[src/rtl/uart_tx_queue.sv]
// CPU-side front end for the RAM1/UART port: address decode, UART transmit FIFO
// and an idle-cycle drain engine. Define UART_TXQ_TIMEOUT_EN to bound the WBUSY wait.
module uart_tx_queue #(
  parameter int DEPTH   = 8,
  parameter int AW      = 3,
  parameter int TIMEOUT = 255
) (
  input  logic        clk,
  input  logic        rst,
  input  logic [17:0] mem_addr_i,
  input  logic [15:0] mem_data_i,
  input  logic        mem_rd_i,
  input  logic        mem_wr_i,
  output logic [15:0] mem_rdata_o,
  output logic        stall_o,
  input  logic        data_ready_i,
  input  logic        tbre_i,
  input  logic        tsre_i,
  output logic        is_RAM1_o,
  output logic        is_UART_o,
  output logic [17:0] addr_o,
  output logic [15:0] data_o,
  output logic        isread_o,
  output logic        iswrite_o,
  input  logic [15:0] ram1res_i,
  output logic [AW:0] txq_level_o
);

  if (AW != $clog2(DEPTH) || TIMEOUT < 2) begin : g_param_check
    $error("uart_tx_queue: AW must equal log2(DEPTH) and TIMEOUT must be >= 2");
  end

  typedef enum logic [1:0] {IDLE, DRAIN, WBUSY, WDONE} state_t;

  state_t        state, state_nxt;
  logic [15:0]   mem [DEPTH];
  logic [AW-1:0] wr_ptr, rd_ptr;
  logic [AW:0]   level;
  logic          full, empty;
  logic          sel_data, sel_stat, cpu_req, q_wr, fwd, push, pop, wr_stall;

  assign sel_data    = (mem_addr_i[15:0] == 16'hBF00);
  assign sel_stat    = (mem_addr_i[15:0] == 16'hBF01);
  assign cpu_req     = mem_rd_i | mem_wr_i;
  assign q_wr        = mem_wr_i & sel_data;
  // Accesses that need the downstream bus: RAM1 traffic and UART data reads.
  assign fwd         = cpu_req & ~q_wr & ~sel_stat;
  assign full        = (level == (AW+1)'(DEPTH));
  assign empty       = (level == '0);
  assign pop         = (state == DRAIN);
  assign wr_stall    = q_wr & full & ~pop;
  assign push        = q_wr & ~wr_stall;
  assign txq_level_o = level;

`ifdef UART_TXQ_TIMEOUT_EN
  localparam int TW = $clog2(TIMEOUT + 1);
  logic [TW-1:0] to_cnt;

  // Holds the number of cycles since the drain write while in WBUSY.
  always_ff @(posedge clk or negedge rst) begin
    if (!rst) begin
      to_cnt <= '0;
    end else if (state == DRAIN) begin
      to_cnt <= TW'(1);
    end else if (state == WBUSY) begin
      to_cnt <= to_cnt + 1'b1;
    end
  end
`endif

  // NOTE: sequential state uses non-blocking assignments so every register samples pre-edge values.
  always_ff @(posedge clk or negedge rst) begin
    if (!rst) begin
      state  <= IDLE;
      wr_ptr <= '0;
      rd_ptr <= '0;
      level  <= '0;
    end else begin
      state <= state_nxt;
      if (push) wr_ptr <= wr_ptr + 1'b1;
      if (pop)  rd_ptr <= rd_ptr + 1'b1;
      case ({push, pop})
        2'b10:   level <= level + 1'b1;
        2'b01:   level <= level - 1'b1;
        default: level <= level;
      endcase
    end
  end

  // NOTE: storage has no reset; validity is tracked solely by the pointers and level.
  always_ff @(posedge clk) begin
    if (push) mem[wr_ptr] <= mem_data_i;
  end

  // NOTE: every output gets a default first so no path through this block infers a latch.
  always_comb begin
    state_nxt   = state;
    stall_o     = wr_stall;
    mem_rdata_o = '0;
    is_RAM1_o   = 1'b0;
    is_UART_o   = 1'b0;
    addr_o      = '0;
    data_o      = '0;
    isread_o    = 1'b0;
    iswrite_o   = 1'b0;

    if (pop) begin
      is_UART_o = 1'b1;
      addr_o    = 18'h0BF00;
      data_o    = mem[rd_ptr];
      iswrite_o = 1'b1;
      if (fwd) stall_o = 1'b1;
    end else if (fwd) begin
      is_RAM1_o   = ~sel_data;
      is_UART_o   = sel_data;
      addr_o      = mem_addr_i;
      data_o      = mem_data_i;
      isread_o    = mem_rd_i;
      iswrite_o   = mem_wr_i;
      mem_rdata_o = ram1res_i;
    end

    if (mem_rd_i & sel_stat) mem_rdata_o = {14'b0, data_ready_i, ~full};

    case (state)
      // A stalled queue write does not count as bus activity, or a full FIFO would deadlock.
      IDLE:  if (!empty && tbre_i && tsre_i && !(cpu_req && !stall_o)) state_nxt = DRAIN;
      DRAIN: state_nxt = WBUSY;
      WBUSY: begin
        if (!tbre_i) state_nxt = WDONE;
`ifdef UART_TXQ_TIMEOUT_EN
        else if (to_cnt == TW'(TIMEOUT - 1)) state_nxt = WDONE;
`endif
      end
      WDONE: if (tbre_i && tsre_i) state_nxt = IDLE;
      default: state_nxt = IDLE;
    endcase
  end

endmodule

[config.mk]
export PLATFORM = sky130hd
export DESIGN_NAME = uart_tx_queue
export DESIGN_NICKNAME = d
export VERILOG_FILES = /design/src/rtl/uart_tx_queue.sv
export SDC_FILE = /design/constraint.sdc
export NUM_CORES = 1
export LEC_CHECK = 0
export CORE_MARGIN = 8
export CORE_UTILIZATION = 49
export CTS_BUF_LIST = sky130_fd_sc_hd__clkbuf_8
export CTS_CLUSTER_SIZE = 40
export DETAILED_ROUTE_END_ITERATION = 10
export GPL_TIMING_DRIVEN = 0
export PLACE_DENSITY = 0.89
export REMOVE_ABC_BUFFERS = 1
export SLEW_MARGIN = 10
export SYNTH_ARGS = -nofsm -noshare
export SYNTH_HDL_FRONTEND = slang
export SYNTH_SLANG_ARGS = --single-unit
[constraint.sdc]
create_clock -name clk -period 3.1 [get_ports clk]
set_clock_uncertainty 0.1 [all_clocks]
set_input_delay 0.62 -clock clk [delete_from_list [all_inputs] [get_ports clk]]
set_output_delay 0.62 -clock clk [all_outputs]
set_load 0.05 [all_outputs]
# Word-level counts from Yosys, hierarchy flattened
# Memory sizes are Yosys's and may differ from the RTL's.
# Cells that the tools add are included.
# classes
addsub	4
eq_ne	11
muxes	24
bitwise_logic	14
reduce_logical	12
# op_table
op	n
$mux W16	5
$mux W18	2
$eq A16 B16 Y1 const B	2
$mux W1	12
$pmux W2 S4	1
$pmux W4 S2	1
$and A1 B1 Y1	7
$add A3 B1 Y3 const B	2
$eq A2 B2 Y1 const B	3
$mux W2	3
$ne A2 B2 Y1 const B	3
$not A1 Y1	6
$logic_and A1 B1 Y1	5
$add A4 B1 Y4 const B	1
$eq A2 B1 Y1 const B	2
$eq A4 B4 Y1 const B	1
$logic_not A4 Y1	1
$sub A4 B1 Y4 const B	1
$logic_not A1 Y1	3
$reduce_and A3 Y1	1
$logic_not A2 Y1	1
$reduce_bool A2 Y1	1
$or A1 B1 Y1	1
# totals
reg_bits	12
ram_bits	128
input_bits	57
out_inout_bits	59
word_cells	70
mem_count	1
# mem_list
name	words	width	read_ports	rd_clocked_by_memory_dff	wr	line	text
mem	8	16	1	0	1	36	logic [15:0] mem [DEPTH];

# Longest topological paths before layout
# Gate-level depths: netlist of run 1.
# depth
depth_word	13
depth_mapped	9
depth_no_buf	9

# Least setup slack after synthesis of run 1
# No wires, ideal clock.
# synth_timing
kind	input port to flip-flop
start	input port mem_addr_i[1]
end	memory mem[0][0], enable pin
setup_ps	430
t_arrival_ps	3195
required_ps	2570
path_slack_ps	-625
cell_stages	5
path_buffers	1
path_cell_list	nor4_2 nand4_2 or3_1 clkbuf_1 nor4_1
# synth_via
elab_chain_len	8
# synth_rtl
element	line	text
start, declared	10	input logic [17:0] mem_addr_i,
$eq A16 B16 Y1 (*)	42	assign sel_data = (mem_addr_i[15:0] == 16'hBF00);
$and A1 B1 Y1 (*)	45	assign q_wr = mem_wr_i & sel_data;
$and A1 B1 Y1 (2 in series)	51	assign wr_stall = q_wr & full & ~pop;
$not A1 Y1	52	assign push = q_wr & ~wr_stall;
$and A1 B1 Y1 (*)	52	
$mux W1 (*)	92	if (push) mem[wr_ptr] <= mem_data_i;
$mux W1 (implied by the code) (*)	92	
end, declared	36	
# Mark *: on every way between the ends. The rest lies on a longest branch, timed or not.

# Worst setup path after layout of run 1
# layout_timing
start	input port mem_addr_i[12]
end	output port stall_o
# layout_via
elab_chain_len	7
word_cells_on_any_way	11
cone_classes	2 x eq/ne; 2 x mux; 7 x bitwise
# layout_rtl
element	line	text
$eq A16 B16 Y1	42	
$and A1 B1 Y1	45	
$not A1 Y1	47	assign fwd = cpu_req & ~q_wr & ~sel_stat;
$and A1 B1 Y1 (2 in series)	47	
$mux W1	112	if (fwd) stall_o = 1'b1;
$mux W1 (*)	107	if (pop) begin
end, declared	15	output logic stall_o,
# Marked as above.

==> flow_summary_export.csv, run 1 <==
group,metric,value,unit
status,status,"completed",
clock_tree,cts_buffer_depth,2,
final_layout,seq_area,4153,um^2
floorplanning,initial_core_util,0.4942,
clock_tree,clk_pin_slew,0.08,ns
routing,top_layer_used,"met4",
min_path,min_path_type,"reg -> reg",
critical_path,cp.arrival,2.36,ns
global_route,grt.overflow.total,0,
floorplanning,core-area,12470,um^2
clock_tree,cts_buffers,17,
min_path,holdCritStartpoint,"txq_level_o[2]$_DFFE_PN0P_",
synthesis,synth_area,6161,um^2
power_and_ir_drop,p_leak,2.978,nW
sta,final-setup-viol-count,0,
final_layout,final_common_cell,"edfxtp_1",
critical_path,ff2ff_setup_slack,0.32,ns
routing,route.met3.wl,807,um
floorplanning,num_io_pins,116,
critical_path,cp.required,2.38,ns
min_path,whs_endpoint,"txq_level_o[2]$_DFFE_PN0P_",
routing,met2_length,8987,um
flow_run,drv_cap,0,
sta,drv_slew,0,
global_route,antenna_found_initial,0,
final_layout,syn_to_final_growth,31.54,%
power_and_ir_drop,irDropWorstVdd,0.4080,mV
final_layout,insertedDiodeCount,0,
synthesis,ys_warn_count,0,
synthesis,synth_flop_cell,"edfxtp_1",
sta,clock.fmax,324.9,MHz
place,io_buffer_count,115,
sta,grt_setup_unrepaired,"true",
routing,drc,0,
sta,worst_slew_pin_slew,0.7628,ns
routing,met1_length,6007,um
critical_path,worst-r2r-cell-count,7,
critical_path,r2r-end,"mem[3][5]$_DFFE_PP_",
synthesis,avgSynthCellArea,16.17,um^2
floorplanning,die_y,128.1,um
final_layout,layout_common_cells,"edfxtp_1 (128), clkdlybuf4s50_1 (51), buf_4 (35), mux4_2 (32), nand2_1 (29)",
final_layout,multi_input_area,2110,um^2
sta,period_needed,3.078,ns
power_and_ir_drop,power.density,820.3,nW/um^2
critical_path,critPathMaxStageDelay,0.50,ns
sta,setup_ws,0.02172,ns
critical_path,r2r-start,"state[1]$_DFFE_PN0P_",
final_layout,nFillCells,862,
routing,vias_per_cell,5.817,
floorplanning,die_w,128.1,um
min_path,holdPathStages,1,
synthesis,ys_types,44,
routing,drt_iter0_markers,323,
final_layout,final_nets,584,
synthesis,synth_edf_count,128,
sta,final_hold_viol_count,0,
clock_tree,cts-htree-levels,4,
critical_path,worst-path-max-fanout,4,
global_route,grt_pass1_vias,4224,
final_layout,drive_gt1_frac,0.3195,
synthesis,async_flop_share,0.08571,
global_route,grt_pass1_wl,23450,um
place,dp_hpwl,9988,um
routing,num_vias,4095,
routing,dr.pass1.iters,4,
critical_path,critPathKind,"in -> out",
critical_path,path_cells,"clkdlybuf4s50_1, and3b_1, nand4_4, buf_4, nor3_1, a21oi_1, o22ai_1, buf_4",
clock_tree,tritoncts,"done",
routing,totalWireLength,16270,um
sta,holdWs,0.4486,ns
floorplanning,rows,41,
floorplanning,die_area,16420,um^2
sta,min_period_over_period,0.9930,
synthesis,syn_inst,381,
synthesis,synth_seq_cells,140,
critical_path,cp-end-kind,"primary output",
synthesis,synth_seq_area_share,0.6726,
clock_tree,ctsHoldBuffers,0,
clock_tree,insertion_delay,0.43,ns
routing,wire_per_inst,23.11,um
place,dpl_worst_slack,-1.307,ns
routing,postRouteAntennaNets,0,
clock_tree,cts_sinks,140,
global_route,grt_max_degree,73,
clock_tree,clockRootBuffer,"clkbuf_8",
sta,maxSlewHeadroom,0.4915,
sta,setup_tns,0,ns
critical_path,cp_common_cell,"buf_4",
global_route,grt_usage,0.1934,
critical_path,start_kind,"primary input",
critical_path,worst_path_max_delay_cell,"clkdlybuf4s50_1",
place,finalWeightedCongestion,0.7708,
-- critical path, delay by kind of cell --
| kind | cells | cell delay [ns] |
|---|---|---|
| compound gates | 2 | 0.31 |
| buf+inv | 3 | 0.91 |
| simple gates | 3 | 0.51 |
-- synthesized netlist by cell type, types with 3 or more instances --
master    instances  area (um^2)
a21oi_1           4        20.02
and3_1           25        156.4
buf_2             7        35.03
clkbuf_1         19        71.32
dfrtp_1          12        300.3
edfxtp_1        128         3844
ha_1              8        100.1
inv_1             3        11.26
mux2i_1          18        180.2
mux4_2           32        720.7
nand2_1          29        108.9
nand2b_1          3        18.77
nand3_1          17        85.08
nor2_1           11        41.29
nor3_1            7        35.03
o21ai_0          20        100.1
xnor2_1           6        52.55
-- how the worst max path moves through the flow --
stage	start	endpoint	slack, ns	cells after the start
2_1_floorplan	state[1]$_DFFE_PN0P_	data_o[0]	-0.90	4
3_3_place_gp	mem_addr_i[4]	mem[0][7]$_DFFE_PP_	-2.71	5
3_5_place_dp	mem_addr_i[1]	mem_rdata_o[1]	-1.31	7
4_1_cts	mem_addr_i[15]	data_o[1]	-0.13	8
5_1_grt	mem_addr_i[13]	data_o[5]	-0.06	8
6_report	mem_addr_i[12]	stall_o	0.02	8
-- flip-flops by register name, summed over array words and instances, names as in the netlist --
signal,count
txq_level_o,4
mem,128
wr_ptr,3
rd_ptr,3
state,2
-- timing repair --
item / in CTS / in global routing
setup buffers: 7 / 5
endpoints found under the hold margin: 0 / 0
setup endpoints to repair: 100 / 91
resized for setup: 321 / 33
gates cloned: 3 / 2
pin swaps: 5 / 8
-- cell families after synthesis --
group / synth area share
adders and majority gates: 0.01625
buffers and inverters: 0.01970
xor gates and xnor gates: 0.01137
DFF: 0.6726
AOI/OAI and AO/OA: 0.03737
and+or+nand+nor: 0.09220
muxes: 0.1505
-- final cells by class --
class / count / area share
sequential: 140 / 0.5124
multi-input combinational: 216 / 0.2603
timing repair buffer: 140 / 0.1527
clock buffer: 17 / 0.02887
tap: 172 / 0.02656
clock inverter: 15 / 0.01528
inverter: 4 / 0.003860
-- stage by stage --
stage / cell area (um^2) / total power (W) / util / cells
finish: 8104 / 0.006648 / 0.6501 / 704
global route: 8104 / 0.006937 / 0.6501 / 704
CTS: 7990 / 0.006621 / 0.6410 / 697
detailed placement: 7619 / 0.005418 / 0.6112 / 655
global placement: 7421 / 0.005319 / 0.5953 / 642
floorplan: 6055 / 0.004424 / - / 355
-- metal layers --
| layer | vias up | global-route usage |
|---|---|---|
| li1 | 1809 | - |
| met4 | 0 | 0.09441 |
| met2 | 151 | 0.3432 |
| met1 | 2099 | 0.2195 |
| met5 | - | 0 |
| met3 | 36 | 0.03661 |
-- report_power, final --
group	total (W)	switching (W)	internal, W
clock network	0.00131	0.000682	0.000628
logic	0.00297	0.00184	0.00113
registers	0.00237	0.000241	0.00213
total	0.00665	0.00276	0.00388
(Power assumes the default switching activity.)
==> run 2: changes to the inputs <==
Settings changed: ABC_AREA from default to 1, PLACE_DENSITY 0.89 to 0.88.
==> run 2 against run 1 <==
  * The flow now finishes with violations (negative setup slack)
  * Utilization is 2.5 points higher
  * Critical path type unchanged
  * Largest power group unchanged
  * Wire length increased by 9.3%
  * Die area increased by 2.9%
  * Area after synthesis is 3.3% higher
  * Clock power rose by 27%
  * Largest cell class unchanged
==> flow_summary_export.csv, run 2 <==
group,metric,value,unit
synthesis,synth_mux_area_frac,0.05032,
synthesis,synth_flop_cell,"edfxtp_1",
global_route,grt_pass1_wl,26720,um
power_and_ir_drop,internal-power,0.004351,W
critical_path,crit_path_end,"data_o[1]",
routing,vias_per_cell,5.728,
critical_path,cp.arrival,2.41,ns
critical_path,cp-end-kind,"primary output",
final_layout,syn_to_final_growth,34.46,%
power_and_ir_drop,p_seq_frac,0.305,
critical_path,cp.required,2.38,ns
synthesis,synth_top_area_cell,"edfxtp_1",
sta,clock.fmax,319.8,MHz
critical_path,worst_path_max_delay_cell,"clkdlybuf4s50_1",
final_layout,insertedDiodeCount,0,
routing,dr.pass1.iters,5,
synthesis,synth_edf_count,128,
global_route,grt.overflow.total,0,
place,dp_hpwl,10770,um
routing,drt_iter0_markers,466,
global_route,antenna_found_initial,0,
synthesis,synth-simple-area-share,0.1181,
floorplanning,num_io_pins,116,
status,violations,"negative setup slack",
sta,final-setup-viol-count,2,
synthesis,synth_fa_ha_area_frac,0.01573,
clock_tree,cts_sinks,140,
final_layout,largest_register,"mem",
critical_path,worst-r2r-cell-count,9,
power_and_ir_drop,p_leak,3.447,nW
critical_path,crit_start,"mem_wr_i",
synthesis,ys_types,33,
final_layout,largest_reg_flops,128,
synthesis,synth_seq_area_share,0.6511,
floorplanning,die_y,130.0,um
floorplanning,initial_core_util,0.5023,
synthesis,syn_inst,531,
synthesis,synth.most_common_cell,"edfxtp_1",
synthesis,synth-compound-area-share,0.1020,
synthesis,async_flop_share,0.08571,
clock_tree,insertion_delay,0.44,ns
place,io_buffer_count,115,
power_and_ir_drop,p_sw_frac,0.4312,
place,finalWeightedCongestion,0.7806,
critical_path,critPathMaxStageDelay,0.53,ns
final_layout,post-route-util,0.6754,
power_and_ir_drop,power_switching,0.003299,W
flow_run,drv_cap,0,
global_route,grt_pass1_vias,5138,
synthesis,synth.area.top_cells,"edfxtp_1 (60%), mux2i_1 (5.0%), o21ai_0 (4.8%), dfrtp_1 (4.7%), o221ai_1 (4.4%)",
clock_tree,clockRootBuffer,"clkbuf_8",
synthesis,synth_seq_cells,140,
sta,min_period_over_period,1.009,
floorplanning,core-area,12670,um^2
power_and_ir_drop,p_clk_frac,0.217,
critical_path,crit_cells,8,
power_and_ir_drop,power.density,893.8,nW/um^2
min_path,min_path_type,"in -> async",
place,place_inst,804,
power_and_ir_drop,pwr-share-comb,0.478,
routing,totalWireLength,17770,um
synthesis,ys_warn_count,0,
synthesis,avgSynthCellArea,11.99,um^2
floorplanning,rows,41,
sta,period_needed,3.127,ns
final_layout,final_common_cell,"edfxtp_1",
final_layout,layout_common_cells,"edfxtp_1 (128), inv_1 (53), nor2_1 (50), o21ai_0 (46), clkdlybuf4s50_1 (45)",
routing,num_vias,4943,
sta,drv_slew,0,
critical_path,ff2ff_setup_slack,0.23,ns
routing,drc,0,
clock_tree,cts_buffers,17,
synthesis,synth_top_family_by_area,"simple AND/OR/NAND/NOR gates",
synthesis,synth_common_cells,"edfxtp_1 (128), o21ai_0 (61), inv_1 (57)",
global_route,grt_max_degree,53,
status,status,"complete, but fails checks",
sta,setup_ws,-0.02738,ns
critical_path,r2r-end,"mem[6][0]$_DFFE_PP_",
synthesis,synth_top_area_share,0.6039,
final_layout,final_nets,743,
critical_path,cp_top_family,"buffers and inverters",
clock_tree,cts_buffer_depth,2,
routing,wire_per_inst,20.60,um
final_layout,stdcell_count,863,
clock_tree,tritoncts,"done",
global_route,grt_usage,0.2112,
critical_path,path_cells,"clkdlybuf4s50_1, inv_1, nand2_1, nand4_1, buf_4, clkbuf_4, o21ai_1, buf_6",
floorplanning,die_area,16890,um^2
clock_tree,cts-htree-levels,4,
critical_path,start_kind,"primary input",
sta,worst_slew_pin_slew,0.9163,ns
critical_path,path_buf_inv,5,
final_layout,drive_gt1_frac,0.2576,
floorplanning,die_w,130.0,um
critical_path,worst-path-max-fanout,4,
critical_path,critPathKind,"in -> out",
sta,final_hold_viol_count,0,
sta,maxSlewHeadroom,0.3858,
synthesis,synthXorXnorAreaFrac,0.005504,
synthesis,synth_area,6365,um^2
power_and_ir_drop,irDropWorstVdd,0.5631,mV
routing,postRouteAntennaNets,0,
clock_tree,clk_pin_slew,0.08,ns
critical_path,r2r-start,"state[1]$_DFFE_PN0P_",
## run 2: changes by cell type after synthesis, moves of 14 or more
cell,before,now
nor2_1,11,54
mux2i_1,18,32
o221ai_1,0,32
mux4_2,32,0
inv_1,3,57
o21ai_0,20,61
and3_1,25,0
## run 2: stage by stage
step,setup slack [ns],total power (W),hold slack [ns],TNS [ns],area (um^2)
floorplan,-1.113,0.004492,0.2244,-122.02,6231
global placement,-2.752,0.005511,0.4073,-398.61,7597
detailed placement,-1.176,0.005681,0.4200,-76.85,7858
CTS,0.01095,0.007423,0.4391,0,8338
global route,-0.06411,0.007971,0.4325,-0.4420,8558
finish,-0.02738,0.007650,0.4409,-0.03416,8558
## run 2: worst min path at each step
stage,slack (ns),to,start,depth (start not counted)
after floorplan,0.22,rd_ptr[0]$_DFFE_PN0P_,rst,0
after global placement,0.41,txq_level_o[3]$_DFFE_PN0P_,txq_level_o[3]$_DFFE_PN0P_,2
after detailed placement,0.42,state[1]$_DFFE_PN0P_,state[1]$_DFFE_PN0P_,2
after CTS,0.44,txq_level_o[0]$_DFFE_PN0P_,rst,1
after global routing,0.43,txq_level_o[2]$_DFFE_PN0P_,rst,1
final,0.44,txq_level_o[2]$_DFFE_PN0P_,rst,1
## run 2: layout make-up
| type | instances | area, um^2 |
|---|---|---|
| Clock inverter | 15 | 219.0 |
| Sequential cell | 140 | 4150 |
| Tap cell | 172 | 215.2 |
| Timing Repair inverter | 1 | 7.507 |
| Clock buffer | 17 | 234.0 |
| Timing Repair Buffer | 157 | 1508 |
| Multi-Input combinational cell | 301 | 1983 |
| Inverter | 60 | 241.5 |
| Fill cell | 878 | 4113 |
## run 2: logic make-up after synthesis
family,after synthesis
buffers and inverters,90
DFF,140
xor gates and xnor gates,4
AOI/OAI and AO/OA,101
and+or+nand+nor,156
adders and majority gates,8
muxes,32
## run 2: timing repair
item | 4_1_cts | 5_1_grt
gates cloned | 1 | 2
pin swaps | 3 | 11
setup endpoints to repair | 148 | 45
hold buffers | 0 | 0
setup buffers | 17 | 7
resized for setup | 337 | 74
## run 2: worst register-to-register path: stages, from the launching register on
cell and delay [ns]:
dfrtp_1 0.41, inv_2 0.10, ha_4 0.16, buf_16 0.17, clkinvlp_4 0.17, nand3_2 0.13
nand2_2 0.08, or2_4 0.28, nor3_2 0.70, buf_6 0.26
## run 2: power groups by stage
stage / clock, W / sequential, W / combinational, W
2_1_floorplan: 0 / 0.00249 / 0.00200
3_3_place_gp: 0 / 0.00252 / 0.00299
3_5_place_dp: 0 / 0.00246 / 0.00322
4_1_cts: 0.00166 / 0.00232 / 0.00344
5_1_grt: 0.00175 / 0.00234 / 0.00388
6_report: 0.00166 / 0.00233 / 0.00365
## run 2: per-layer routing
layer,part of all wire,wire [um],track usage
met5,0,0,0
met4,0.021,365,0.08402
met3,0.095,1686,0.07752
met2,0.52,9171,0.3681
met1,0.37,6550,0.2294
==> run 3: changes to the inputs <==
Settings changed: CORE_MARGIN 8 to 2.
==> run 3 against run 2 <==
  * Global-route usage up 3.1 points
  * The run now ends clean
  * Clock power fell by 4%
  * Wire length is 5.4% lower
  * Via count decreased by 2.3%
  * Total power is 2.2% lower
  * Sequential share of layout area grew 0.78 points
  * Flip-flop and latch count unchanged
  * Utilization decreased by 1.1 points
  * First-iteration DRC count fell by 17%
  * Design area is 1.6% lower
  * Critical endpoint is now mem_rdata_o[7]
==> flow_summary_export.csv, run 3 (synthesized netlist as in run 2, its figures left out) <==
group,metric,value,unit
floorplanning,initial_core_util,0.5023,
routing,postRouteAntennaNets,0,
sta,worst_slew_pin_slew,0.8818,ns
power_and_ir_drop,irDropWorstVdd,0.5880,mV
routing,vias_per_cell,5.684,
final_layout,drive_gt1_frac,0.2345,
critical_path,cp_common_cell,"nand2_2",
global_route,grt_max_degree,47,
sta,grt_setup_unrepaired,"true",
place,io_buffer_count,115,
floorplanning,die_y,118.0,um
floorplanning,num_io_pins,116,
clock_tree,clk_pin_slew,0.08,ns
power_and_ir_drop,p_leak,3.249,nW
routing,drc,0,
global_route,grt_pass1_wl,25390,um
critical_path,worst-path-max-fanout,25,
clock_tree,tritoncts,"done",
floorplanning,rows,41,
place,place_inst,799,
place,finalWeightedCongestion,0.9329,
global_route,grt.overflow.total,0,
clock_tree,cts_buffer_depth,2,
critical_path,cp-end-kind,"primary output",
min_path,min_path_type,"in -> async",
clock_tree,insertion_delay,0.45,ns
routing,dr.pass1.iters,5,
place,dp_hpwl,9962,um
floorplanning,core-area,12670,um^2
sta,setup_tns,0,ns
critical_path,critPathMaxStageDelay,0.53,ns
critical_path,critPathKind,"in -> out",
final_layout,nFillCells,824,
critical_path,path_cells,"clkdlybuf4s50_1, nor2_1, nand2_2, nor2_4, nand2_2, nand3_4, nor3b_1, clkbuf_4",
final_layout,final_common_cell,"edfxtp_1",
critical_path,cp.arrival,2.33,ns
floorplanning,die_w,118.0,um
sta,final-setup-viol-count,0,
sta,final_hold_viol_count,0,
place,dpl_worst_slack,-1.384,ns
status,status,"completed",
routing,drt_iter0_markers,389,
clock_tree,cts_sinks,140,
final_layout,layout_common_cells,"edfxtp_1 (128), clkdlybuf4s50_1 (59), inv_1 (55), nor2_1 (53), o21ai_0 (44)",
sta,holdWs,0.4349,ns
critical_path,cp.required,2.38,ns
sta,clock.fmax,327.5,MHz
critical_path,worst_path_max_delay_cell,"clkdlybuf4s50_1",
final_layout,syn_to_final_growth,32.34,%
routing,num_vias,4831,
sta,min_period_over_period,0.9849,
power_and_ir_drop,power.total,0.007485,W
final_layout,stdcell_count,850,
flow_run,drv_cap,0,
global_route,grt_usage,0.2422,
final_layout,insertedDiodeCount,0,
sta,setup_ws,0.04680,ns
clock_tree,clockRootBuffer,"clkbuf_8",
global_route,antenna_found_initial,0,
routing,totalWireLength,16820,um
final_layout,largest_reg_flops,128,
clock_tree,ctsHoldBuffers,0,
clock_tree,cts_buffers,17,
sta,period_needed,3.053,ns
floorplanning,die_area,13920,um^2
sta,maxSlewHeadroom,0.4089,
final_layout,largest_register,"mem",
sta,drv_slew,0,
clock_tree,cts-htree-levels,4,
global_route,grt_pass1_vias,4961,
power_and_ir_drop,power.density,888.6,nW/um^2
routing,wire_per_inst,19.79,um
final_layout,final_nets,730,
critical_path,start_kind,"primary input",
==> run 3: worst max-delay path, delay by kind of cell <==
family | cells | cell delay [ns]
simple gates | 6 | 0.91
buf+inv | 2 | 0.80
==> run 3: cell type report <==
class	count	area (um^2)	area share
tap	172	215.2	0.02555
timing repair buffer	144	1379	0.1637
inverter	60	241.5	0.02867
clock inverter	15	197.7	0.02347
timing repair inverter	1	7.507	0.0008913
sequential	140	4150	0.4927
multi-input combinational	301	1998	0.2372
clock buffer	17	234.0	0.02778
==> run 3: stage by stage <==
stage	cell area [um^2]	utilization
3_5_place_dp	7801	0.6157
6_report	8423	0.6648
3_3_place_gp	7597	0.5996
4_1_cts	8190	0.6464
5_1_grt	8423	0.6648
2_1_floorplan	6231	-
==> run 3: repair_timing <==
| item | 4_1_cts | 5_1_grt |
|---|---|---|
| endpoints found under the setup margin | 169 | 92 |
| cloned | 2 | 0 |
| buffers inserted | 15 | 2 |
| pin swaps | 2 | 6 |
| gates resized for setup | 333 | 101 |
| hold endpoints to repair | 0 | 0 |
==> run 3: report_power, final <==
group | total, W | switching [W] | internal (W)
logic | 0.00355 | 0.00232 | 0.00124
registers | 0.00234 | 0.000219 | 0.00213
clock network | 0.00159 | 0.000714 | 0.000875
==> run 3: metal layers <==
| layer | vias up | share of wire | track usage |
|---|---|---|---|
| li1 | 2189 | - | - |
| met1 | 2257 | 0.35 | 0.2654 |
| met2 | 332 | 0.52 | 0.4328 |
| met3 | 53 | 0.099 | 0.06638 |
| met4 | 0 | 0.030 | 0.1167 |
| met5 | - | 0 | 0 |
==> run 3: path summary, 6_finish.rpt <==
check	startpoint	endpoint	slack (ns)	cells past startpoint
min in group clk	txq_level_o[3]$_DFFE_PN0P_	txq_level_o[3]$_DFFE_PN0P_	0.44	2
min reg2reg	txq_level_o[3]$_DFFE_PN0P_	txq_level_o[3]$_DFFE_PN0P_	0.44	2
max in group asynchronous	rst	rd_ptr[0]$_DFFE_PN0P_	2.03	1
min	rst	txq_level_o[2]$_DFFE_PN0P_	0.43	1
max reg2reg	state[1]$_DFFE_PN0P_	mem[1][9]$_DFFE_PP_	0.15	10
max	mem_addr_i[6]	mem_rdata_o[7]	0.05	8
